<file path="src/rtl/auto_shutdown_multizone.sv">
// auto_shutdown_multizone: per-zone inactivity timers with pulse/held shutdown; optional warning under `WARN_EN
module auto_shutdown_multizone #(
  parameter int N_ZONES   = 4,
  parameter int CNT_W     = 16,
  parameter int DEFAULT_T = 30000,
  parameter int WARN_CYC  = 1000,
  localparam int ZW = (N_ZONES > 1) ? $clog2(N_ZONES) : 1
) (
  input  logic               clk,
  input  logic               rst,
  input  logic [N_ZONES-1:0] enable,
  input  logic [N_ZONES-1:0] presenca,
  input  logic               level_mode,
  input  logic               cfg_we,
  input  logic [ZW-1:0]      cfg_zone,
  input  logic [CNT_W-1:0]   cfg_data,
  output logic [N_ZONES-1:0] shutdown,
  output logic [N_ZONES-1:0] warn,
  output logic               any_shutdown
);
  typedef enum logic [1:0] {S_IDLE, S_COUNTING, S_FIRE, S_HOLD} state_t;
  state_t           r_state  [N_ZONES];
  state_t           w_nstate [N_ZONES];
  logic [CNT_W-1:0] r_cnt    [N_ZONES];
  logic [CNT_W-1:0] w_ncnt   [N_ZONES];
  logic [CNT_W-1:0] r_t      [N_ZONES];
  logic [CNT_W-1:0] w_tm1    [N_ZONES];
  // state, counters and timeout registers; out-of-range cfg_zone matches no zone
  always_ff @(posedge clk or posedge rst) begin
    if (rst) begin
      for (int z = 0; z < N_ZONES; z++) begin
        r_state[z] <= S_IDLE;
        r_cnt[z]   <= '0;
        r_t[z]     <= CNT_W'(DEFAULT_T);
      end
    end else begin
      for (int z = 0; z < N_ZONES; z++) begin
        r_state[z] <= w_nstate[z];
        r_cnt[z]   <= w_ncnt[z];
        if (cfg_we && cfg_zone == ZW'(z)) r_t[z] <= cfg_data;
      end
    end
  end
  // next-state per zone; a programmed timeout of 0 behaves as 1, presence beats timeout
  always_comb begin
    for (int z = 0; z < N_ZONES; z++) begin
      w_tm1[z]    = (r_t[z] == '0) ? '0 : r_t[z] - 1'b1;
      w_nstate[z] = S_IDLE;
      w_ncnt[z]   = '0;
      case (r_state[z])
        S_IDLE:     w_nstate[z] = (enable[z] && !presenca[z]) ? S_COUNTING : S_IDLE;
        S_COUNTING: begin
          if (!presenca[z] && enable[z]) begin
            w_nstate[z] = (r_cnt[z] >= w_tm1[z]) ? S_FIRE : S_COUNTING;
            w_ncnt[z]   = (r_cnt[z] >= w_tm1[z]) ? '0 : r_cnt[z] + 1'b1;
          end
        end
        S_FIRE:     w_nstate[z] = (level_mode && !presenca[z] && enable[z]) ? S_HOLD : S_IDLE;
        S_HOLD:     w_nstate[z] = (level_mode && !presenca[z] && enable[z]) ? S_HOLD : S_IDLE;
        default:    w_nstate[z] = S_IDLE;
      endcase
    end
  end
  // Moore shutdown decode
  always_comb begin
    for (int z = 0; z < N_ZONES; z++)
      shutdown[z] = (r_state[z] == S_FIRE) || (r_state[z] == S_HOLD);
  end
  assign any_shutdown = |shutdown;
`ifdef WARN_EN
  localparam logic [CNT_W-1:0] WC = CNT_W'(WARN_CYC);
  logic [CNT_W-1:0] w_teff [N_ZONES];
  // warning while counting within WARN_CYC of the effective timeout, threshold floored at 0
  always_comb begin
    for (int z = 0; z < N_ZONES; z++) begin
      w_teff[z] = (r_t[z] == '0) ? CNT_W'(1) : r_t[z];
      warn[z]   = (r_state[z] == S_COUNTING) && (r_cnt[z] >= ((w_teff[z] > WC) ? w_teff[z] - WC : '0));
    end
  end
`else
  assign warn = '0;
`endif
endmodule
</file>
<file path="config.mk">
export PLATFORM = sky130hd
export DESIGN_NAME = auto_shutdown_multizone
export DESIGN_NICKNAME = d
export VERILOG_FILES = /design/src/rtl/auto_shutdown_multizone.sv
export SDC_FILE = /design/constraint.sdc
export NUM_CORES = 1
export LEC_CHECK = 0
export CORE_MARGIN = 3
export CORE_UTILIZATION = 60
export DETAILED_ROUTE_END_ITERATION = 16
export PLACE_DENSITY_LB_ADDON = 0.05
export SLEW_MARGIN = 10
export SYNTH_ARGS = -nofsm -noshare
export SYNTH_HDL_FRONTEND = slang
export SYNTH_SLANG_ARGS = --single-unit
</file>
<file path="constraint.sdc">
create_clock -name clk -period 5.87 [get_ports clk]
set_input_delay 1.174 -clock clk [delete_from_list [all_inputs] [get_ports clk]]
set_output_delay 1.174 -clock clk [all_outputs]
set_load 0.01 [all_outputs]
</file>
Word-level counts from Yosys, hierarchy flattened
Index checks and enable logic that the tools add are counted.

cells by class
  multiplexer cells = 36
  add/sub/neg operators = 8
  equal/unequal tests = 15
  order comparisons = 4
  reductions and logical operators = 38

operator list
  cell                                                 number
  2-to-1 mux 16 bit                                    16
  adder 16 x 1 -> 16 bit (second input constant)       4
  >= comparator 16 bit                                 4
  logical NOT 16 bit                                   4
  subtractor 16 x 1 -> 16 bit (second input constant)  4
  2-to-1 mux 2 bit                                     12
  one-hot mux 2 bit (3 select lines)                   4
  == test 2 bit (second input constant)                10
  logical AND 1 bit                                    16
  == test 2 x 1 -> 1 bit (second input constant)       5
  logical NOT 2 bit                                    5
  OR reduction 2 bit                                   4
  logical NOT 1 bit                                    4
  logical OR 1 bit                                     4
  2-to-1 mux 1 bit                                     4
  OR reduction 4 bit                                   1

word-level totals
  word-level logic and storage cells = 113
  output and inout bits = 9
  flip-flop bits (word level) = 136

Longest topological paths before layout
Gate-level depths: netlist of run 1.

  word-level depth = 6
  gate-level depth with buffers = 14

Least setup slack after synthesis of run 1
No wires, ideal clock.

  path type = flip-flop to flip-flop
  start = register r_t[53] (netlist bit)
  end = register r_cnt[56] (netlist bit)
  stages on the path, launching flop included = 13
  data arrival time = 3.350 ns
  library setup time = 0.071 ns
  slack = 2.448 ns
  cell sequence = dfstp_2 or4_4 or4_4 nor4_2 mux2i_1 ha_1 a21oi_1 o21a_1 a2bb2oi_1 or4b_1 clkbuf_1 buf_2 nor2_1

RTL lines
  what                             line  RTL
  start, declared                  26    logic [CNT_W-1:0] r_t [N_ZONES];
  start signal, assigned by index  34    r_t[z] <= CNT_W'(DEFAULT_T);
  start signal, assigned by index  40    if (cfg_we && cfg_zone == ZW'(z)) r_t[z] <= cfg_data;
  end signal, assigned by index    39    r_cnt[z] <= w_ncnt[z];
  end, declared                    24    logic [CNT_W-1:0] r_cnt [N_ZONES];

==> flow_metrics.tcl, run 1 <==
set metrics [dict create \
    status "completed" \
    finalInstanceArea_um2 9710 \
    p_switching_mw 0.792 \
    synth_top_area_cell "dfrtp_1" \
    crit_slowest_cell "o211ai_1" \
    fin_crit_ns 4.06 \
    drt-initial-drc-count 321 \
    dp_slack_ns 1.91 \
    busiest_layer "met2" \
    ys_top_cells_by_count "dfrtp_1 (108), nand2_1 (106), nor2_1 (103), ha_1 (76), mux2_2 (61)" \
    yosysMostFrequentCell "dfrtp_1" \
    synth.avg_cell_area_um2 9.63 \
    ant_nets 0 \
    port_buffers 34 \
    yosys_warnings 0 \
    clkPwrFrac 0.398 \
    diodes 0 \
    drc_errors 0 \
    cp.arrival_ns 4.31 \
    dr.pass1.iters 4 \
    fp-row-count 43 \
    worstSetupPathType "register to register" \
    io_pins 39 \
    h-tree-depth 4 \
    fin_tns_setup_ns 0 \
    root_buffer "clkbuf_16" \
    grt_pass1_vias 6535 \
    syn_inst 891 \
    drt-total-wl_um 18900 \
    grt_use_met1 0.326 \
    skew_ns 0.00669 \
    p_int_mw 1.99 \
    seqPwrFrac 0.420 \
    hold_buffers 0 \
    synth-edff-count 0 \
    synth_seq_area_share 0.401 \
    via_per_inst 5.80 \
    dieArea_um2 15800 \
    initial_core_util 0.616 \
    post-cts-setup-buffers 0 \
    track_usage 0.250 \
    clk_path_buf_depth 2 \
    power_density_nw_per_um2 287 \
    cts_resized 0 \
    wl_per_cell_um 16.9 \
    core-area_um2 13900 \
    fmax_mhz 247 \
    grt-ovfl-total 0 \
    hp-class "register to register" \
    detailed_place_hpwl_um 13800 \
    final_hold_viol_count 0 \
    required_ns 6.12 \
    vdd_ir_drop_max_uv 227 \
    drive_gt1_frac 0.147 \
    max_stage_delay_ns 0.94 \
    crit_fanout 16 \
    report.final.slew_viol_count 0 \
    critPathBufInv 0 \
    clock_sink_count 136 \
    antenna_found_initial 0 \
    dr_total_vias 6485 \
    synth_area_um2 8580 \
    nets 1031 \
    relSlewSlack 0.219 \
    gp_congestion 0.829 \
    leakagePower_nw 4.15 \
    die_h_um 126 \
    use_met2 0.432 \
    pwr-share-comb 0.183 \
    grt_pass1_wl_um 32200 \
    setup_ws_ns 1.81 \
    cts_tree "done" \
    die_w_um 126 \
    end_kind "register" \
    cpLargestDelayFamily "compound AO/OA/AOI/OAI gates" \
    clkTransAtPathRegs_ns 0.06 \
    critPathLaunchType "register" \
    ys_async_sr_fraction 1.00 \
    yosys.area.top_type_share 0.315 \
    ys_ff_latch 136 \
    setup_viol 0 \
    worstPathCellList "nor4_2 -> nand2_1 -> nor4_1 -> xor2_1 -> nand2_1 -> ha_1 -> a21oi_1 -> o21ai_0 -> o21ai_0 -> o211ai_1 -> nor2_1" \
    switching_share 0.284 \
    yosys_most_used_dff "dfrtp_1" \
    clk-insertion-delay-late_ns 0.42 \
    placed_cell_area_um2 9080 \
    grt_use_met3 0.0496 \
    rsz0062_at_grt "false" \
    worst_pin_slew_ns 1.17 \
    synth_cell_types 54 \
    period_share 0.691 \
    max_cap_violations 0 \
    synth_area_leaders "dfrtp_1 (31%), ha_1 (11%), dfstp_2 (8.6%)" \
    fillCellCount 1089 \
    numCtsBuffers 17 \
    area_growth_syn_to_layout_pct 13.1 \
    grt_max_degree 68 \
]
final timing paths:
check,start,to,slack (ns),depth (start not counted)
hold reg to reg,r_cnt[48]$_DFF_PP0_,r_cnt[48]$_DFF_PP0_,0.48,1
max in group asynchronous,rst,r_t[12]$_DFFE_PP1P_,3.52,3
hold / removal,r_cnt[48]$_DFF_PP0_,r_cnt[48]$_DFF_PP0_,0.48,1
setup reg to reg,r_t[2]$_DFFE_PP0P_,r_cnt[9]$_DFF_PP0_,1.81,11
setup / recovery,r_t[2]$_DFFE_PP0P_,r_cnt[9]$_DFF_PP0_,1.81,11
min in group asynchronous,rst,r_state[6]$_DFF_PP0_,1.29,2
stage by stage:
| stage | utilization | hold slack, ns | instances | total power, mW |
|---|---|---|---|---|
| global placement | 0.651 | 0.464 | 1085 | 1.65 |
| global route | 0.697 | 0.512 | 1118 | 2.93 |
| floorplan | - | 0.446 | 894 | 1.53 |
| finish | 0.697 | 0.483 | 1118 | 2.79 |
| CTS | 0.696 | 0.485 | 1117 | 2.80 |
| detailed placement | 0.651 | 0.477 | 1085 | 1.68 |
cells by family (layout without fill, tap and decap cells):
group	after synthesis	in the layout	share of synthesized area
simple gates	374	374	0.214
flops	136	136	0.401
xor+xnor	97	97	0.0990
compound gates	88	88	0.0634
fa+ha+maj	76	76	0.111
mux	67	67	0.0870
buf+inv	52	96	0.0246
other cells	1	4	0.000437
power by group through the flow:
stage          combinational [mW]  sequential (mW)  clock (mW)
2_1_floorplan               0.389             1.15           0
3_3_place_gp                0.481             1.17           0
3_5_place_dp                0.503             1.18           0
4_1_cts                     0.511             1.16        1.12
5_1_grt                     0.577             1.18        1.17
6_report                    0.509             1.17        1.11
layout by cell type, fill, tap and decap left out, types with 4 or more instances in the layout:
master	n
a211oi_1	7
nand2_1	106
nor3_1	28
and3_1	7
nand2b_1	14
mux2_2	61
inv_1	25
nor2_1	103
clkbuf_16	18
o211ai_1	4
and2_1	7
ha_1	76
nand4_1	28
nand3_1	28
dfstp_2	28
dfrtp_1	108
clkbuf_8	4
o21ai_0	25
buf_4	4
or3_1	4
nand3b_1	5
xnor2_1	47
mux2i_1	6
conb_1	4
xor2_1	50
nor2b_1	8
a21oi_1	30
nor4_1	10
clkinvlp_4	6
clkdlybuf4s50_1	34
sequential cells by signal, indices dropped and copies added (netlist names):
signal,count
r_cnt,64
r_t,64
r_state,8
cell type report:
| class | instances | area (um^2) | area share |
|---|---|---|---|
| Tap cell | 180 | 225 | 0.0232 |
| Multi-Input combinational cell | 706 | 4950 | 0.510 |
| Clock inverter | 10 | 115 | 0.0119 |
| Sequential cell | 136 | 3440 | 0.354 |
| Timing Repair Buffer | 38 | 370 | 0.0382 |
| Inverter | 26 | 100 | 0.0103 |
| Clock buffer | 22 | 505 | 0.0521 |
worst reg2reg max path, stage by stage, from the launching register on:
cell and delay [ns]:
dfrtp_1 0.43, nor4_2 0.68, nand2_1 0.20, nor4_1 0.36
xor2_1 0.18, nand2_1 0.07, ha_1 0.31, a21oi_1 0.07
o21ai_0 0.32, o21ai_0 0.19, o211ai_1 0.94, nor2_1 0.14
routing by layer:
layer | vias to the layer above | share of wire | wire [um]
met5 | - | 0 | 0
met4 | 0 | 0.015 | 284
met3 | 31 | 0.033 | 630
met2 | 125 | 0.51 | 9590
met1 | 3160 | 0.45 | 8440
li1 | 3169 | - | -
Note: power is estimated with default switching activity, not from simulation.
==> run 2: changes to the inputs <==
--- a/config.mk
+++ b/config.mk
@@ -6,7 +6,7 @@
 export NUM_CORES = 1
 export LEC_CHECK = 0
 export CORE_MARGIN = 3
-export CORE_UTILIZATION = 60
+export CORE_UTILIZATION = 56
 export DETAILED_ROUTE_END_ITERATION = 16
 export PLACE_DENSITY_LB_ADDON = 0.05
 export SLEW_MARGIN = 10
==> constraint.sdc (replaced) <==
create_clock -name clk -period 3.51 [get_ports clk]
set_input_delay 0.702 -clock clk [delete_from_list [all_inputs] [get_ports clk]]
set_output_delay 0.702 -clock clk [all_outputs]
set_load 0.01 [all_outputs]
==> flow_metrics.tcl, run 2 (same netlist as run 1, synthesis figures left out) <==
set metrics [dict create \
    status "completed" \
    core-area_um2 14800 \
    ff_latch_area_um2 3440 \
    worst_pin_slew_ns 0.898 \
    relSlewSlack 0.400 \
    cpMostUsedCell "nor3_2" \
    area_growth_syn_to_layout_pct 16.8 \
    power_density_nw_per_um2 474 \
    drt-total-wl_um 19000 \
    fp-row-count 44 \
    dieArea_um2 16900 \
    track_usage 0.231 \
    drc_errors 0 \
    end_kind "register" \
    worstSetupPathType "register to register" \
    nets 1055 \
    met2_length_um 9470 \
    diodes 0 \
    grt-ovfl-total 0 \
    io_pins 39 \
    grt_pass1_vias 6313 \
    clock_sink_count 136 \
    report.final.slew_viol_count 0 \
    multi_input_area_um2 5020 \
    clk_path_buf_depth 2 \
    grt_max_degree 38 \
    leakagePower_nw 4.32 \
    port_buffers 34 \
    detailed_place_hpwl_um 13800 \
    hp-start "r_cnt[48]$_DFF_PP0_" \
    drive_gt1_frac 0.184 \
    dr.max_layer_used "met4" \
    drt-initial-drc-count 338 \
    dp.cells 1104 \
    hold_slack_ns 0.469 \
    fin_tns_setup_ns 0 \
    wl_per_cell_um 16.6 \
    final_common_cell "dfrtp_1" \
    numCtsBuffers 17 \
    initial_core_util 0.582 \
    required_ns 3.86 \
    crit_fanout 4 \
    fillCellCount 1135 \
    endpoint "r_cnt[57]$_DFF_PP0_" \
    reg2reg_to "r_cnt[57]$_DFF_PP0_" \
    hp-class "register to register" \
    ant_nets 0 \
    fmax_mhz 288 \
    rsz0062_at_grt "true" \
    skew_ns 0.00678 \
    r2r_slack_ns 0.04 \
    die_w_um 130 \
    mostFrequentLayoutCells "dfrtp_1 (107), nand2_1 (105), nor2_1 (95)" \
    worstPathCellList "or4_4 -> nor4_4 -> nand3_2 -> nor3_2 -> mux2i_1 -> ha_1 -> nand4_1 -> nor3_2 -> a2bb2oi_2 -> or4b_4 -> clkbuf_16 -> nor2_1" \
    cts_tree "done" \
    hold_depth 1 \
    dp_slack_ns -0.0166 \
    critPathLaunchType "register" \
    dr_total_vias 6547 \
    reg2regPathDepth 12 \
    finalNonFillerCells 1146 \
    crit_start "r_t[59]$_DFFE_PP0P_" \
    setup_viol 0 \
    setup_ws_ns 0.0366 \
    gp_congestion 0.906 \
    cp.arrival_ns 3.82 \
    reg_top3 "r_cnt: 64 flops, r_t: 64 flops, r_state: 8 flops" \
    final_hold_viol_count 0 \
    grt_pass1_wl_um 30900 \
    max_cap_violations 0 \
    antenna_found_initial 0 \
    clkTransAtPathRegs_ns 0.06 \
    final_util 0.680 \
    die_h_um 130 \
    wl_met1_um 8780 \
    period_share 0.990 \
    root_buffer "clkbuf_16" \
    dr_wl_met3_um 626 \
    crit_slowest_cell "or4_4" \
    fin_crit_ns 3.47 \
    h-tree-depth 4 \
    via_per_inst 5.71 \
    dr.pass1.iters 4 \
    clk-insertion-delay-late_ns 0.42 \
    rr_startpoint "r_t[59]$_DFFE_PP0P_" \
    vdd_ir_drop_max_uv 384 \
    max_stage_delay_ns 0.57 \
]
[run 2: changes by cell type in the layout (fill, tap and decap cells not counted), moves of 2 or more]
cell / change
clkbuf_1: +3
nor2_1: -8
clkinv_2: +3
nor2_2: +8
clkinvlp_4: -5
buf_4: +19
buf_12: +2
bufinv_16: +2
[run 2: worst min-delay path by stage]
stage                          endpoint
finish              r_cnt[48]$_DFF_PP0_
detailed placement  r_cnt[48]$_DFF_PP0_
floorplan           r_cnt[48]$_DFF_PP0_
CTS                 r_cnt[48]$_DFF_PP0_
global placement    r_cnt[48]$_DFF_PP0_
global route        r_cnt[48]$_DFF_PP0_
[run 2: per-stage QoR]
stage | cell area (um^2) | total power, mW
2_1_floorplan | 8600 | 2.57
3_3_place_gp | 9210 | 2.78
3_5_place_dp | 9210 | 2.83
4_1_cts | 9840 | 4.73
5_1_grt | 10000 | 4.99
6_report | 10000 | 4.75
[run 2: critical path, delay by kind of cell (launching register included)]
kind	cells	cell delay, ns
simple gates	8	2.16
flops	1	0.40
fa+ha+maj	1	0.28
mux	1	0.22
buf+inv	1	0.19
compound gates	1	0.16
[run 2: final cells by class]
type                            instances  area share
Inverter                               26      0.0101
Multi-Input combinational cell        706       0.500
Tap cell                              184      0.0230
Sequential cell                       136       0.343
Clock inverter                          9      0.0145
Clock buffer                           23      0.0477
Timing Repair Buffer                   62      0.0613
[run 2: repair_timing]
| action | CTS | global route |
|---|---|---|
| setup endpoints to repair | 3 | 25 |
| pin swaps | 1 | 9 |
| hold buffers | 0 | 0 |
| cloned | 0 | 2 |
| gates resized for setup | 2 | 21 |
| setup buffers | 0 | 8 |
[run 2: metal layers]
metal | vias up | global-route usage
li1 | 3245 | -
met1 | 3162 | 0.304
met2 | 120 | 0.393
met3 | 20 | 0.0483
met4 | 0 | 0.0526
met5 | - | 0
[run 2: where the power goes]
| group | switching (mW) | internal (mW) | leakage, nW |
|---|---|---|---|
| Combinational | 0.458 | 0.452 | 2.29 |
| Sequential | 0.188 | 1.76 | 1.72 |
| Clock | 0.653 | 1.24 | 0.311 |
==> run 3: changes to the inputs <==
--- a/config.mk
+++ b/config.mk
@@ -9,6 +9,7 @@
 export CORE_UTILIZATION = 56
 export DETAILED_ROUTE_END_ITERATION = 16
 export PLACE_DENSITY_LB_ADDON = 0.05
+export SKIP_LAST_GASP = 1
 export SLEW_MARGIN = 10
 export SYNTH_ARGS = -nofsm -noshare
 export SYNTH_HDL_FRONTEND = slang
==> flow_metrics.tcl, run 3 (same netlist as run 1, synthesis figures left out) <==
set metrics [dict create \
    fp-row-count 44 \
    nets 1055 \
    status "completed" \
    end_kind "register" \
    reg_top3 "r_cnt: 64 flops, r_t: 64 flops, r_state: 8 flops" \
    die_h_um 130 \
    p_int_mw 3.45 \
    reg2reg_to "r_cnt[57]$_DFF_PP0_" \
    mostFrequentLayoutCells "dfrtp_1 (107), nand2_1 (105), nor2_1 (99)" \
    hold_buffers 0 \
    numCtsBuffers 17 \
    drc_errors 0 \
    cts_tree "done" \
    fmax_mhz 289 \
    cp.arrival_ns 3.81 \
    finalNonFillerCells 1146 \
    core-area_um2 14800 \
    drive_gt1_frac 0.179 \
    dr.pass1.iters 7 \
    fin_crit_ns 3.46 \
    drt-total-wl_um 19000 \
    ant_nets 0 \
    setup_viol 0 \
    hold_depth 1 \
    grt_max_degree 38 \
    dp.cells 1104 \
    initial_core_util 0.582 \
    r2r_slack_ns 0.05 \
    required_ns 3.86 \
    period_share 0.986 \
    clock_sink_count 136 \
    finalInstanceArea_um2 10000 \
    worstSetupPathType "register to register" \
    root_buffer "clkbuf_16" \
    worst_pin_slew_ns 0.873 \
    leakagePower_nw 4.32 \
    die_w_um 130 \
    port_buffers 34 \
    drt-initial-drc-count 343 \
    antenna_found_initial 0 \
    detailed_place_hpwl_um 13800 \
    rr_startpoint "r_t[59]$_DFFE_PP0P_" \
    h-tree-depth 4 \
    io_pins 39 \
    clkTransAtPathRegs_ns 0.06 \
    final_common_cell "dfrtp_1" \
    grt_pass1_wl_um 30900 \
    dr_total_vias 6540 \
    hp-class "register to register" \
    report.final.slew_viol_count 0 \
    final_util 0.679 \
    max_cap_violations 0 \
    power_density_nw_per_um2 474 \
    track_usage 0.231 \
    gp_congestion 0.906 \
    fin_total_pwr_mw 4.75 \
    hp-start "r_cnt[48]$_DFF_PP0_" \
    seqPwrFrac 0.411 \
    dieArea_um2 16900 \
    skew_ns 0.00610 \
    grt-ovfl-total 0 \
    area_growth_syn_to_layout_pct 16.6 \
    hold_end "r_cnt[48]$_DFF_PP0_" \
    vdd_ir_drop_max_uv 382 \
    p_switching_mw 1.30 \
    via_per_inst 5.71 \
    diodes 0 \
    placed_cell_area_um2 9210 \
    switching_share 0.273 \
    relSlewSlack 0.416 \
    clkPwrFrac 0.398 \
    final_hold_viol_count 0 \
    pwr-share-comb 0.192 \
    clk_path_buf_depth 2 \
    rsz0062_at_grt "true" \
    clk-insertion-delay-late_ns 0.42 \
    grt_pass1_vias 6313 \
    critPathLaunchType "register" \
    crit_fanout 4 \
    wl_per_cell_um 16.5 \
    fin_tns_setup_ns 0 \
    reg2regPathDepth 12 \
]
## run 3: cell counts in the layout (fill, tap and decap cells not counted)
Identical to the previous run, type by type.
## run 3: critical path, cell delays in order, from the launching register on
cell       delay [ns]
dfrtp_1          0.41
or4_4            0.57
nor4_4           0.32
nand3_2          0.15
nor3_2           0.21
mux2i_1          0.22
ha_1             0.28
nand4_1          0.17
nor3_2           0.07
a2bb2oi_2        0.15
or4b_4           0.54
clkbuf_16        0.19
nor2_1           0.11
## run 3: how the worst max path moves through the flow
stage / startpoint / to / slack [ns] / cells after the start
4_1_cts: r_t[53]$_DFFE_PP1P_ / r_cnt[57]$_DFF_PP0_ / 0.009 / 11
5_1_grt: r_t[59]$_DFFE_PP0P_ / r_cnt[50]$_DFF_PP0_ / -0.05 / 12
3_3_place_gp: r_t[53]$_DFFE_PP1P_ / r_cnt[55]$_DFF_PP0_ / 0.14 / 12
3_5_place_dp: r_t[53]$_DFFE_PP1P_ / r_cnt[57]$_DFF_PP0_ / -0.02 / 13
2_1_floorplan: r_t[53]$_DFFE_PP1P_ / r_cnt[56]$_DFF_PP0_ / 0.09 / 12
6_report: r_t[59]$_DFFE_PP0P_ / r_cnt[57]$_DFF_PP0_ / 0.05 / 12
## run 3: cell type report
class	count	area, um^2
clock inverter	9	145
timing repair buffer	62	614
inverter	26	101
fill	1137	4740
tap	184	230
multi-input combinational	706	5000
sequential	136	3440
clock buffer	23	478
## run 3: stage by stage
step / hold slack (ns) / worst slack, ns
after floorplan: 0.446 / 0.0883
after global placement: 0.462 / 0.136
after detailed placement: 0.466 / -0.0166
after CTS: 0.474 / 0.00935
after global routing: 0.498 / -0.0514
final: 0.466 / 0.0485
## run 3: timing repair
item                       CTS  global route
setup buffers                0             8
setup endpoints to repair    3            25
gates cloned                 0             2
gates resized for setup      2            16
pin swaps                    1             9
## run 3: layer usage
layer  global-route usage  wire length [um]  vias up
li1                     -                 -     3240
met1                0.304              8900     3195
met2                0.393              9430       85
met3               0.0483               477       20
met4               0.0526               157        0
met5                    0                 0        -
## run 3: power groups by stage
stage | logic [mW] | registers, mW | clock network, mW
finish | 0.910 | 1.95 | 1.89
CTS | 0.877 | 1.94 | 1.91
detailed placement | 0.864 | 1.96 | 0
global placement | 0.828 | 1.95 | 0
global route | 1.03 | 1.97 | 1.99
floorplan | 0.651 | 1.92 | 0
